`src/rtl/parking_gate_if.sv`:
```
// parking_gate_if: gate sensors and occupancy in, events and barrier commands out
interface parking_gate_if #(parameter int COUNT_W = 10);
  logic entry_req, entry_is_uni, entry_pass, exit_req, exit_is_uni, exit_pass;
  logic uni_is_vacated_space, is_vacated_space;
  logic [COUNT_W-1:0] uni_parked_car, parked_car;
  logic [4:0] hour;
  logic car_entered, is_uni_car_entered, car_exited, is_uni_car_exited;
  logic entry_gate_open, exit_gate_open, entry_rejected, exit_rejected, gate_timeout;
  modport slave(
    input entry_req, entry_is_uni, entry_pass, exit_req, exit_is_uni, exit_pass,
    input uni_is_vacated_space, is_vacated_space, uni_parked_car, parked_car,
    output hour, car_entered, is_uni_car_entered, car_exited, is_uni_car_exited,
    output entry_gate_open, exit_gate_open, entry_rejected, exit_rejected, gate_timeout
  );
  modport master(
    output entry_req, entry_is_uni, entry_pass, exit_req, exit_is_uni, exit_pass,
    output uni_is_vacated_space, is_vacated_space, uni_parked_car, parked_car,
    input hour, car_entered, is_uni_car_entered, car_exited, is_uni_car_exited,
    input entry_gate_open, exit_gate_open, entry_rejected, exit_rejected, gate_timeout
  );
endinterface

```
`src/rtl/parking_gate_controller.sv`:
```
// parking_gate_controller: entry/exit barrier FSMs producing occupancy events, plus hour-of-day generator
module parking_gate_controller #(
  parameter int CYCLES_PER_HOUR = 400,
  parameter int GATE_TIMEOUT = 64,
  parameter int COUNT_W = 10
) (
  input logic clk,
  input logic rst,
  parking_gate_if.slave gi
);
  localparam int HW = $clog2(CYCLES_PER_HOUR);
  localparam int TW = $clog2(GATE_TIMEOUT + 1);
  localparam logic [2:0] IDLE = 3'd0, CHECK = 3'd1, OPEN = 3'd2, COMMIT = 3'd3, REJECT = 3'd4, CLEAR = 3'd5;
  logic [HW-1:0] hcnt;
  logic [4:0] hour;
  logic [2:0] e_st, e_nx, x_st, x_nx;
  logic [TW-1:0] e_cnt, x_cnt;
  logic e_uni, x_uni, x_pend, tout;
  logic e_space, x_ok, e_commit, e_to, x_pass, x_commit, x_to;
  always_comb begin
    e_space = gi.entry_is_uni ? gi.uni_is_vacated_space : gi.is_vacated_space;
    x_ok = (gi.exit_is_uni ? gi.uni_parked_car : gi.parked_car) != {COUNT_W{1'b0}};
    e_commit = e_st == OPEN && gi.entry_pass;
    e_to = e_st == OPEN && !gi.entry_pass && e_cnt == TW'(GATE_TIMEOUT - 1);
    // exit loses a same-cycle commit to entry and carries its pass forward one cycle
    x_pass = x_st == OPEN && (x_pend || gi.exit_pass);
    x_commit = x_pass && !e_commit;
    x_to = x_st == OPEN && !x_pass && x_cnt == TW'(GATE_TIMEOUT - 1);
    e_nx = e_st == IDLE  ? (gi.entry_req ? CHECK : IDLE) :
           e_st == CHECK ? (e_space ? OPEN : REJECT) :
           e_st == OPEN  ? (e_commit ? COMMIT : e_to ? CLEAR : OPEN) :
           (e_st == CLEAR && !gi.entry_req) ? IDLE : CLEAR;
    x_nx = x_st == IDLE  ? (gi.exit_req ? CHECK : IDLE) :
           x_st == CHECK ? (x_ok ? OPEN : REJECT) :
           x_st == OPEN  ? (x_commit ? COMMIT : x_to ? CLEAR : OPEN) :
           (x_st == CLEAR && !gi.exit_req) ? IDLE : CLEAR;
  end
  always_ff @(posedge clk) begin
    if (rst) begin
      hcnt <= '0;
      hour <= '0;
      e_st <= IDLE;
      x_st <= IDLE;
      e_cnt <= '0;
      x_cnt <= '0;
      e_uni <= 1'b0;
      x_uni <= 1'b0;
      x_pend <= 1'b0;
      tout <= 1'b0;
    end else begin
      hcnt <= hcnt == HW'(CYCLES_PER_HOUR - 1) ? '0 : hcnt + 1'b1;
      if (hcnt == HW'(CYCLES_PER_HOUR - 1)) hour <= hour == 5'd23 ? 5'd0 : hour + 5'd1;
      e_st <= e_nx;
      x_st <= x_nx;
      e_cnt <= e_st == OPEN ? e_cnt + 1'b1 : '0;
      x_cnt <= x_st == OPEN ? x_cnt + 1'b1 : '0;
      if (e_st == CHECK) e_uni <= gi.entry_is_uni;
      if (x_st == CHECK) x_uni <= gi.exit_is_uni;
      x_pend <= x_pass && !x_commit;
      tout <= e_to || x_to;
    end
  end
  assign gi.hour = hour;
  assign gi.car_entered = e_st == COMMIT;
  assign gi.car_exited = x_st == COMMIT;
  assign gi.is_uni_car_entered = e_uni;
  assign gi.is_uni_car_exited = x_uni;
  assign gi.entry_gate_open = e_st == OPEN;
  assign gi.exit_gate_open = x_st == OPEN;
  assign gi.entry_rejected = e_st == REJECT;
  assign gi.exit_rejected = x_st == REJECT;
  assign gi.gate_timeout = tout;
endmodule

```
`src/flat_wrapper.sv`:
```
// flat-port wrapper written by rule: the top's interface ports become plain ports
module parking_gate_controller_flat 
#(
  parameter int CYCLES_PER_HOUR = 400,
  parameter int GATE_TIMEOUT = 64,
  parameter int COUNT_W = 10
)
  (clk, rst, gi_entry_req, gi_entry_is_uni, gi_entry_pass, gi_exit_req, gi_exit_is_uni, gi_exit_pass, gi_uni_is_vacated_space, gi_is_vacated_space, gi_uni_parked_car, gi_parked_car, gi_hour, gi_car_entered, gi_is_uni_car_entered, gi_car_exited, gi_is_uni_car_exited, gi_entry_gate_open, gi_exit_gate_open, gi_entry_rejected, gi_exit_rejected, gi_gate_timeout);
  parking_gate_if #(.COUNT_W(COUNT_W)) gi_i ();
  input logic clk;
  input logic rst;
  input wire logic [$bits(gi_i.entry_req)-1:0] gi_entry_req;
  input wire logic [$bits(gi_i.entry_is_uni)-1:0] gi_entry_is_uni;
  input wire logic [$bits(gi_i.entry_pass)-1:0] gi_entry_pass;
  input wire logic [$bits(gi_i.exit_req)-1:0] gi_exit_req;
  input wire logic [$bits(gi_i.exit_is_uni)-1:0] gi_exit_is_uni;
  input wire logic [$bits(gi_i.exit_pass)-1:0] gi_exit_pass;
  input wire logic [$bits(gi_i.uni_is_vacated_space)-1:0] gi_uni_is_vacated_space;
  input wire logic [$bits(gi_i.is_vacated_space)-1:0] gi_is_vacated_space;
  input wire logic [$bits(gi_i.uni_parked_car)-1:0] gi_uni_parked_car;
  input wire logic [$bits(gi_i.parked_car)-1:0] gi_parked_car;
  output wire logic [$bits(gi_i.hour)-1:0] gi_hour;
  output wire logic [$bits(gi_i.car_entered)-1:0] gi_car_entered;
  output wire logic [$bits(gi_i.is_uni_car_entered)-1:0] gi_is_uni_car_entered;
  output wire logic [$bits(gi_i.car_exited)-1:0] gi_car_exited;
  output wire logic [$bits(gi_i.is_uni_car_exited)-1:0] gi_is_uni_car_exited;
  output wire logic [$bits(gi_i.entry_gate_open)-1:0] gi_entry_gate_open;
  output wire logic [$bits(gi_i.exit_gate_open)-1:0] gi_exit_gate_open;
  output wire logic [$bits(gi_i.entry_rejected)-1:0] gi_entry_rejected;
  output wire logic [$bits(gi_i.exit_rejected)-1:0] gi_exit_rejected;
  output wire logic [$bits(gi_i.gate_timeout)-1:0] gi_gate_timeout;
  assign gi_i.entry_req = gi_entry_req;
  assign gi_i.entry_is_uni = gi_entry_is_uni;
  assign gi_i.entry_pass = gi_entry_pass;
  assign gi_i.exit_req = gi_exit_req;
  assign gi_i.exit_is_uni = gi_exit_is_uni;
  assign gi_i.exit_pass = gi_exit_pass;
  assign gi_i.uni_is_vacated_space = gi_uni_is_vacated_space;
  assign gi_i.is_vacated_space = gi_is_vacated_space;
  assign gi_i.uni_parked_car = gi_uni_parked_car;
  assign gi_i.parked_car = gi_parked_car;
  assign gi_hour = gi_i.hour;
  assign gi_car_entered = gi_i.car_entered;
  assign gi_is_uni_car_entered = gi_i.is_uni_car_entered;
  assign gi_car_exited = gi_i.car_exited;
  assign gi_is_uni_car_exited = gi_i.is_uni_car_exited;
  assign gi_entry_gate_open = gi_i.entry_gate_open;
  assign gi_exit_gate_open = gi_i.exit_gate_open;
  assign gi_entry_rejected = gi_i.entry_rejected;
  assign gi_exit_rejected = gi_i.exit_rejected;
  assign gi_gate_timeout = gi_i.gate_timeout;
  parking_gate_controller #(.CYCLES_PER_HOUR(CYCLES_PER_HOUR), .GATE_TIMEOUT(GATE_TIMEOUT), .COUNT_W(COUNT_W)) u_core (.clk(clk), .rst(rst), .gi(gi_i));
endmodule
```
`config.mk`:
```
export PLATFORM = sky130hd
export DESIGN_NAME = parking_gate_controller_flat
export DESIGN_NICKNAME = d
export VERILOG_FILES = /design/src/rtl/parking_gate_if.sv /design/src/rtl/parking_gate_controller.sv /design/src/flat_wrapper.sv
export SDC_FILE = /design/constraint.sdc
export NUM_CORES = 1
export LEC_CHECK = 0
export CORE_ASPECT_RATIO = 0.7
export CORE_MARGIN = 1.5
export CORE_UTILIZATION = 45
export CTS_BUF_LIST = sky130_fd_sc_hd__clkbuf_4 sky130_fd_sc_hd__clkbuf_8
export DETAILED_ROUTE_END_ITERATION = 12
export GPL_ROUTABILITY_DRIVEN = 0
export PLACE_DENSITY = 0.88
export SLEW_MARGIN = 25
export SYNTH_ARGS = -nofsm -noshare
export SYNTH_HDL_FRONTEND = slang
export SYNTH_SLANG_ARGS = --single-unit
```
`constraint.sdc`:
```
create_clock -name clk -period 1.6 [get_ports clk]
set_input_delay 0.48 -clock clk [delete_from_list [all_inputs] [get_ports clk]]
set_output_delay 0.48 -clock clk [all_outputs]
set_load 0.01 [all_outputs]
```
# --- Word level (Yosys, flattened, before mapping) ---
# Cells that the tools add are included.
totals:
  mem_bits_rw: 0
  word_cells: 73
  latch_bits: 0
  inputBits: 30
  regBits: 38
  output_inout_bits: 14
  romBits: 0
  mem_count: 0
op_classes:
  n_mul: 0
  addsub: 4
  n_shift: 0
  mux: 19
  div_mod_pow: 0
  n_bitwise: 2
  eq_ne: 14
  reduce_logical: 24
  order_cmp: 0
op_table:
  columns: ["cell", "n"]
  rows:
  - ["$mux 3", 14]
  - ["$add 7x1->7 const B", 2]
  - ["$eq 7x6->1 const B", 2]
  - ["$eq 3x2->1 const B", 4]
  - ["$eq 3x3->1 const B", 4]
  - ["$logic_and 1x1->1", 10]
  - ["$mux 10", 1]
  - ["$reduce_bool 10->1", 1]
  - ["$add 9x1->9 const B", 1]
  - ["$eq 9x9->1 const B", 1]
  - ["$eq 3x1->1 const B", 2]
  - ["$logic_not 1->1", 6]
  - ["$logic_not 3->1", 2]
  - ["$reduce_or 2->1", 3]
  - ["$add 5x1->5 const B", 1]
  - ["$eq 5x5->1 const B", 1]
  - ["$mux 5", 1]
  - ["$mux 1", 3]
  - ["$logic_or 1x1->1", 2]
  - ["$not 1->1", 2]

# --- Longest topological paths before layout ---
depth:
  depth_word: 10
  depth_mapped: 7

# --- Worst setup path before layout ---
# Ideal clock, no wire load.
synth_timing:
  path_kind: "reg2reg"
  start: "register u_core.hcnt[0]"
  end: "register u_core.hour[3], in the netlist u_core.gi.hour[3]"
  setup_time_ns: 0.071
  period_less_slack_ns: 1.614
  path_buffers: 1
  arrival_time_ns: 1.544
  path_stages_with_launch: 7
  path_slack_ns: -0.014
  path_cell_list: "dfxtp_1 > ha_1 > and3_1 > clkbuf_2 > nand3_2 > or4b_1 > a21oi_1"
synth_via:
  elab_chain_len: 1
synth_rtl:
  columns: ["item", "line_no", "text"]
  rows:
  - ["start, declared", "parking_gate_controller.sv:14", "logic [HW-1:0] hcnt;"]
  - ["start signal, assigned", "parking_gate_controller.sv:51", "hcnt <= hcnt == HW'(CYCLES_PER_HOUR - 1) ? '0 : hcnt + 1'b1;"]
  - ["$eq 9x9->1", "parking_gate_controller.sv:52", "if (hcnt == HW'(CYCLES_PER_HOUR - 1)) hour <= hour == 5'd23 ? 5'd0 : hour + 5'd1;"]
  - ["end signal, assigned", "parking_gate_controller.sv:52", null]
  - ["end, declared", "parking_gate_controller.sv:15", "logic [4:0] hour;"]
# No other way between the ends.
# A chain may end at the register's enable or synchronous reset.

# --- Final worst setup path ---
layout_timing:
  start: "register u_core.e_st[2]"
  end: "output gi_entry_gate_open"
layout_via:
  elab_chain_len: 1
layout_rtl:
  columns: ["item", "line_no", "text"]
  rows:
  - ["start, declared", "parking_gate_controller.sv:16", "logic [2:0] e_st, e_nx, x_st, x_nx;"]
  - ["start signal, assigned", "parking_gate_controller.sv:53", "e_st <= e_nx;"]
  - ["$eq 3x2->1", "parking_gate_controller.sv:68", "assign gi.entry_gate_open = e_st == OPEN;"]
  - ["end, declared", "flat_wrapper.sv:27", "output wire logic [$bits(gi_i.entry_gate_open)-1:0] gi_entry_gate_open;"]
# No other way between the ends.

==> flow_results.org <==
** Global route
- Met3 capacity usage during global routing :: 0.0733
- All-Layer GR Usage :: 0.224
- The via count of the first global-routing pass was 1556.
- GR met2 Demand/Resource :: 0.418
- Global-route wire length before repair :: between 6000 and 7000 um
- The initial antenna violation count is 0.
- Largest net degree at the start of global routing :: 13
- In this run the most used layer during global routing was met2.
- Met1 Use GR :: 0.251
- Overflow left after global routing :: 0

** Hold path
- Tightest Hold Check Type :: register to register
- The startpoint identified for the worst hold timing path is u_core.e_cnt[0]$_SDFF_PP0_.

** Cells and area
- Summing all multi-input logic gate instances after layout gives ~950 um^2.
- From synthesis to final layout, the design area changed by 48.3%.
- In the final layout, the share of cells above drive strength 1 is 0.257.
- # diodes :: 0
- Net count of the finished layout :: between 200 and 300
- Reg area :: a little under 800 um^2
- Fill cells in the final layout number 279.
- Fraction of the core area covered by cells at the end of the flow :: 0.705

** Clock network
- H-tree depth :: 2
- Total CTS buffers :: 5
- Worst-case clock buffer depth :: 2
- Clock root cell :: sky130_fd_sc_hd__clkbuf_8
- Latest clock arrival within the worst-skew pair :: 0.29 ns
- Clock tree from TritonCTS :: yes
- The clock net in this run drives a total of 38 sinks.
- Clock-pin slew was measured on the worst setup and hold paths at 0.07 ns.

** Power and ir drop
- Power spread over the standard cell area amounts to around 860 mW/mm^2.
- The worst-case IR drop observed on VDD is 666 uV.
- Power comes to 2.17 mW.
- Summed over all cells, the static leakage comes to 0.993 nW.

** Critical path
- Startpoint of the worst-slack reg-to-reg timing path :: u_core.hcnt[0]$_SDFF_PP0_
- Worst path arrival time :: 1.16 ns
- Along the worst path, the maximum fanout reaches 2.
- Setup crit start :: u_core.e_st[2]$_SDFF_PP0_
- The worst setup path is launched from a register.
- Endpoint kind of the worst setup timing path :: output port
- By startpoint and endpoint, the worst setup path is classified as register to output port.
- Required time of the critical path :: 1.12 ns

** Synth
- Flops & latches, synth :: 38
- Count of mapped cells out of synthesis :: around 190
- The average instance in the mapped netlist occupies around 8.9 um^2.
- Counting distinct cell types in the post-synthesis netlist gives 39.
- In this run, synthesis inferred 0 flip-flops with an integrated enable.
- Asr flop ratio synth :: 0
- Yosys warns :: 0
- Biggest area consumer among synthesized cells :: sky130_fd_sc_hd__dfxtp_1
- Share of synthesized area occupied by flip-flops and latches :: 0.450
- Synthesized Nets :: 225
- Top post-synthesis cells by area :: sky130_fd_sc_hd__dfxtp_1, sky130_fd_sc_hd__nor2_1, sky130_fd_sc_hd__xor2_1
- Of the post-synthesis cell area, the dominant cell type holds 0.450.
- Post-Synthesis Cell Area :: 0.00169 mm^2
- The most used flip-flop cell after synthesis is sky130_fd_sc_hd__dfxtp_1.

** STA
- Final critical-path setup slack :: -0.0437 ns
- The final hold violation count is 0.
- Based on the critical path, the design can be clocked at up to 0.608 GHz.
- Final setup violation count :: 1
- Transition at the pin with the smallest max-transition slack :: between 0.3 and 0.4 ns
- Final setup skew :: 0.00341 ns
- After layout, the minimum clock period comes to 1.64 ns.
- Setup repair after global routing could not meet its margin everywhere.
- Of the available clock period, the critical path in the final layout requires 1.03.
- The final-report max-slew violation count is 0.
- Relative slew margins :: 0.735

** Floorplan
- From bottom edge to top edge, the die measures 54.3 um.
- For this configuration, the core starts out at a cell density of 0.475.
- The floorplan step defined a die boundary enclosing 0.00414 mm^2.
- In this run the horizontal extent of the chip is 76.3 um.
- The region available for standard cell placement spans ~0.0036 mm^2.
- Number of top-level design ports :: 44
- After floorplanning, the core was divided into 18 placement rows.

** Route
- Total Routed Length :: around 4200 um
- The pre-antenna-repair detailed-routing pass consisted of 4 iterations.
- DRC violation count after routing :: 0
- 1st-iter DRT viols :: 74
- In this run the remaining antenna-violating nets after routing total 0.
- Mean number of vias per cell :: 5.14
- In the final routed layout, each cell accounts on average for 13.5 um.
- The final route contains 1597 vias.

** Status
- Status :: finished with violations
- Violations in the final reports :: negative setup slack

** Placement
- I/O Buffers :: 43
- Post-DP HPWL :: 3090 um

** Job
- Max-cap violations in this run came to 0.
## cells in the final DEF (no fill, tap or decap), types with 2 or more instances in the layout
master	count
sky130_fd_sc_hd__a211oi_1	2
sky130_fd_sc_hd__a21oi_1	8
sky130_fd_sc_hd__and3_1	3
sky130_fd_sc_hd__buf_2	4
sky130_fd_sc_hd__buf_4	25
sky130_fd_sc_hd__buf_6	2
sky130_fd_sc_hd__clkbuf_8	5
sky130_fd_sc_hd__clkdlybuf4s50_1	29
sky130_fd_sc_hd__clkinv_2	2
sky130_fd_sc_hd__dfxtp_1	30
sky130_fd_sc_hd__dfxtp_2	8
sky130_fd_sc_hd__dlygate4sd2_1	8
sky130_fd_sc_hd__ha_1	3
sky130_fd_sc_hd__inv_1	4
sky130_fd_sc_hd__inv_2	3
sky130_fd_sc_hd__maj3_1	2
sky130_fd_sc_hd__mux2i_1	3
sky130_fd_sc_hd__nand2_1	6
sky130_fd_sc_hd__nand2b_1	2
sky130_fd_sc_hd__nand3_1	13
sky130_fd_sc_hd__nand3b_1	4
sky130_fd_sc_hd__nand4_1	3
sky130_fd_sc_hd__nor2_1	33
sky130_fd_sc_hd__nor3_1	8
sky130_fd_sc_hd__nor3b_2	3
sky130_fd_sc_hd__nor4_1	3
sky130_fd_sc_hd__o21ai_0	3
sky130_fd_sc_hd__or4b_1	2
sky130_fd_sc_hd__xnor2_1	7
sky130_fd_sc_hd__xor2_1	10
## stage by stage
| stage | setup slack [ns] | TNS, ns | hold slack (ns) | cell area [um^2] | instances |
|---|---|---|---|---|---|
| 3_5_place_dp | -0.309 | -3.35 | 0.444 | 2330 | 301 |
| 2_1_floorplan | 0.000257 | 0 | 0.413 | 1700 | 191 |
| 5_1_grt | -0.0826 | -0.174 | 0.482 | 2510 | 311 |
| 6_report | -0.0437 | -0.0437 | 0.453 | 2510 | 311 |
| 4_1_cts | -0.0558 | -0.0558 | 0.424 | 2450 | 309 |
| 3_3_place_gp | -0.250 | -2.94 | 0.423 | 2330 | 301 |
## flip-flops by register name (all words and copies together) (netlist names), 3 cells and up
signal,count
u_core.gi.hour,5
u_core.hcnt,9
u_core.e_st,3
u_core.x_st,3
u_core.x_cnt,7
u_core.e_cnt,7
## logic make-up (layout without fill, tap and decap cells)
family,Yosys count,in the layout,synth area share
AOI/OAI and AO/OA,17,17,0.0592
adders and majority gates,6,6,0.0414
and+or+nand+nor,97,97,0.314
xor gates and xnor gates,17,17,0.0880
muxes,3,3,0.0178
buffers and inverters,13,83,0.0296
DFF,38,38,0.450
## path summary, 6_finish.rpt
kind | to | slack (ns) | cells past startpoint
max reg2reg | u_core.gi.hour[4]$_SDFFE_PP0N_ | 0.06 | 5
min reg2reg | u_core.e_cnt[0]$_SDFF_PP0_ | 0.45 | 1
min | u_core.e_cnt[0]$_SDFF_PP0_ | 0.45 | 1
max | gi_entry_gate_open | -0.04 | 3
## final cells by class
class                      count  share of cell area
inverter                       7              0.0105
clock inverter                 3              0.0160
sequential                    38               0.307
tap                           50              0.0249
multi-input combinational    140               0.379
timing repair buffer          68               0.235
clock buffer                   5              0.0274
## per-layer routing
metal  up-vias  share of wire
li1        800              -
met1       752           0.46
met2        41           0.49
met3         4          0.046
met4         0         0.0045
met5         -              0
## report_power, final
group,switching (mW),internal (mW)
registers,0.0187,0.981
logic,0.158,0.215
clock network,0.335,0.458
## cell usage after synthesis, types with 5 or more instances
library cell,count
sky130_fd_sc_hd__a21oi_1,8
sky130_fd_sc_hd__clkbuf_1,5
sky130_fd_sc_hd__dfxtp_1,38
sky130_fd_sc_hd__inv_1,7
sky130_fd_sc_hd__nand2_1,6
sky130_fd_sc_hd__nand3_1,13
sky130_fd_sc_hd__nor2_1,34
sky130_fd_sc_hd__nor3_1,9
sky130_fd_sc_hd__xnor2_1,7
sky130_fd_sc_hd__xor2_1,10
## timing repair
action                                  CTS  global route
pin swaps                                 1             6
resized for setup                        51            11
hold buffers                              0             0
endpoints found under the setup margin   17            19
setup buffers                             0             2
## worst max-delay path: stages (launching register included)
cell and delay (ns):
sky130_fd_sc_hd__dfxtp_1 0.31, sky130_fd_sc_hd__or3b_4 0.40, sky130_fd_sc_hd__inv_2 0.07, sky130_fd_sc_hd__buf_6 0.09
Power figures use the tool's default switching activity.
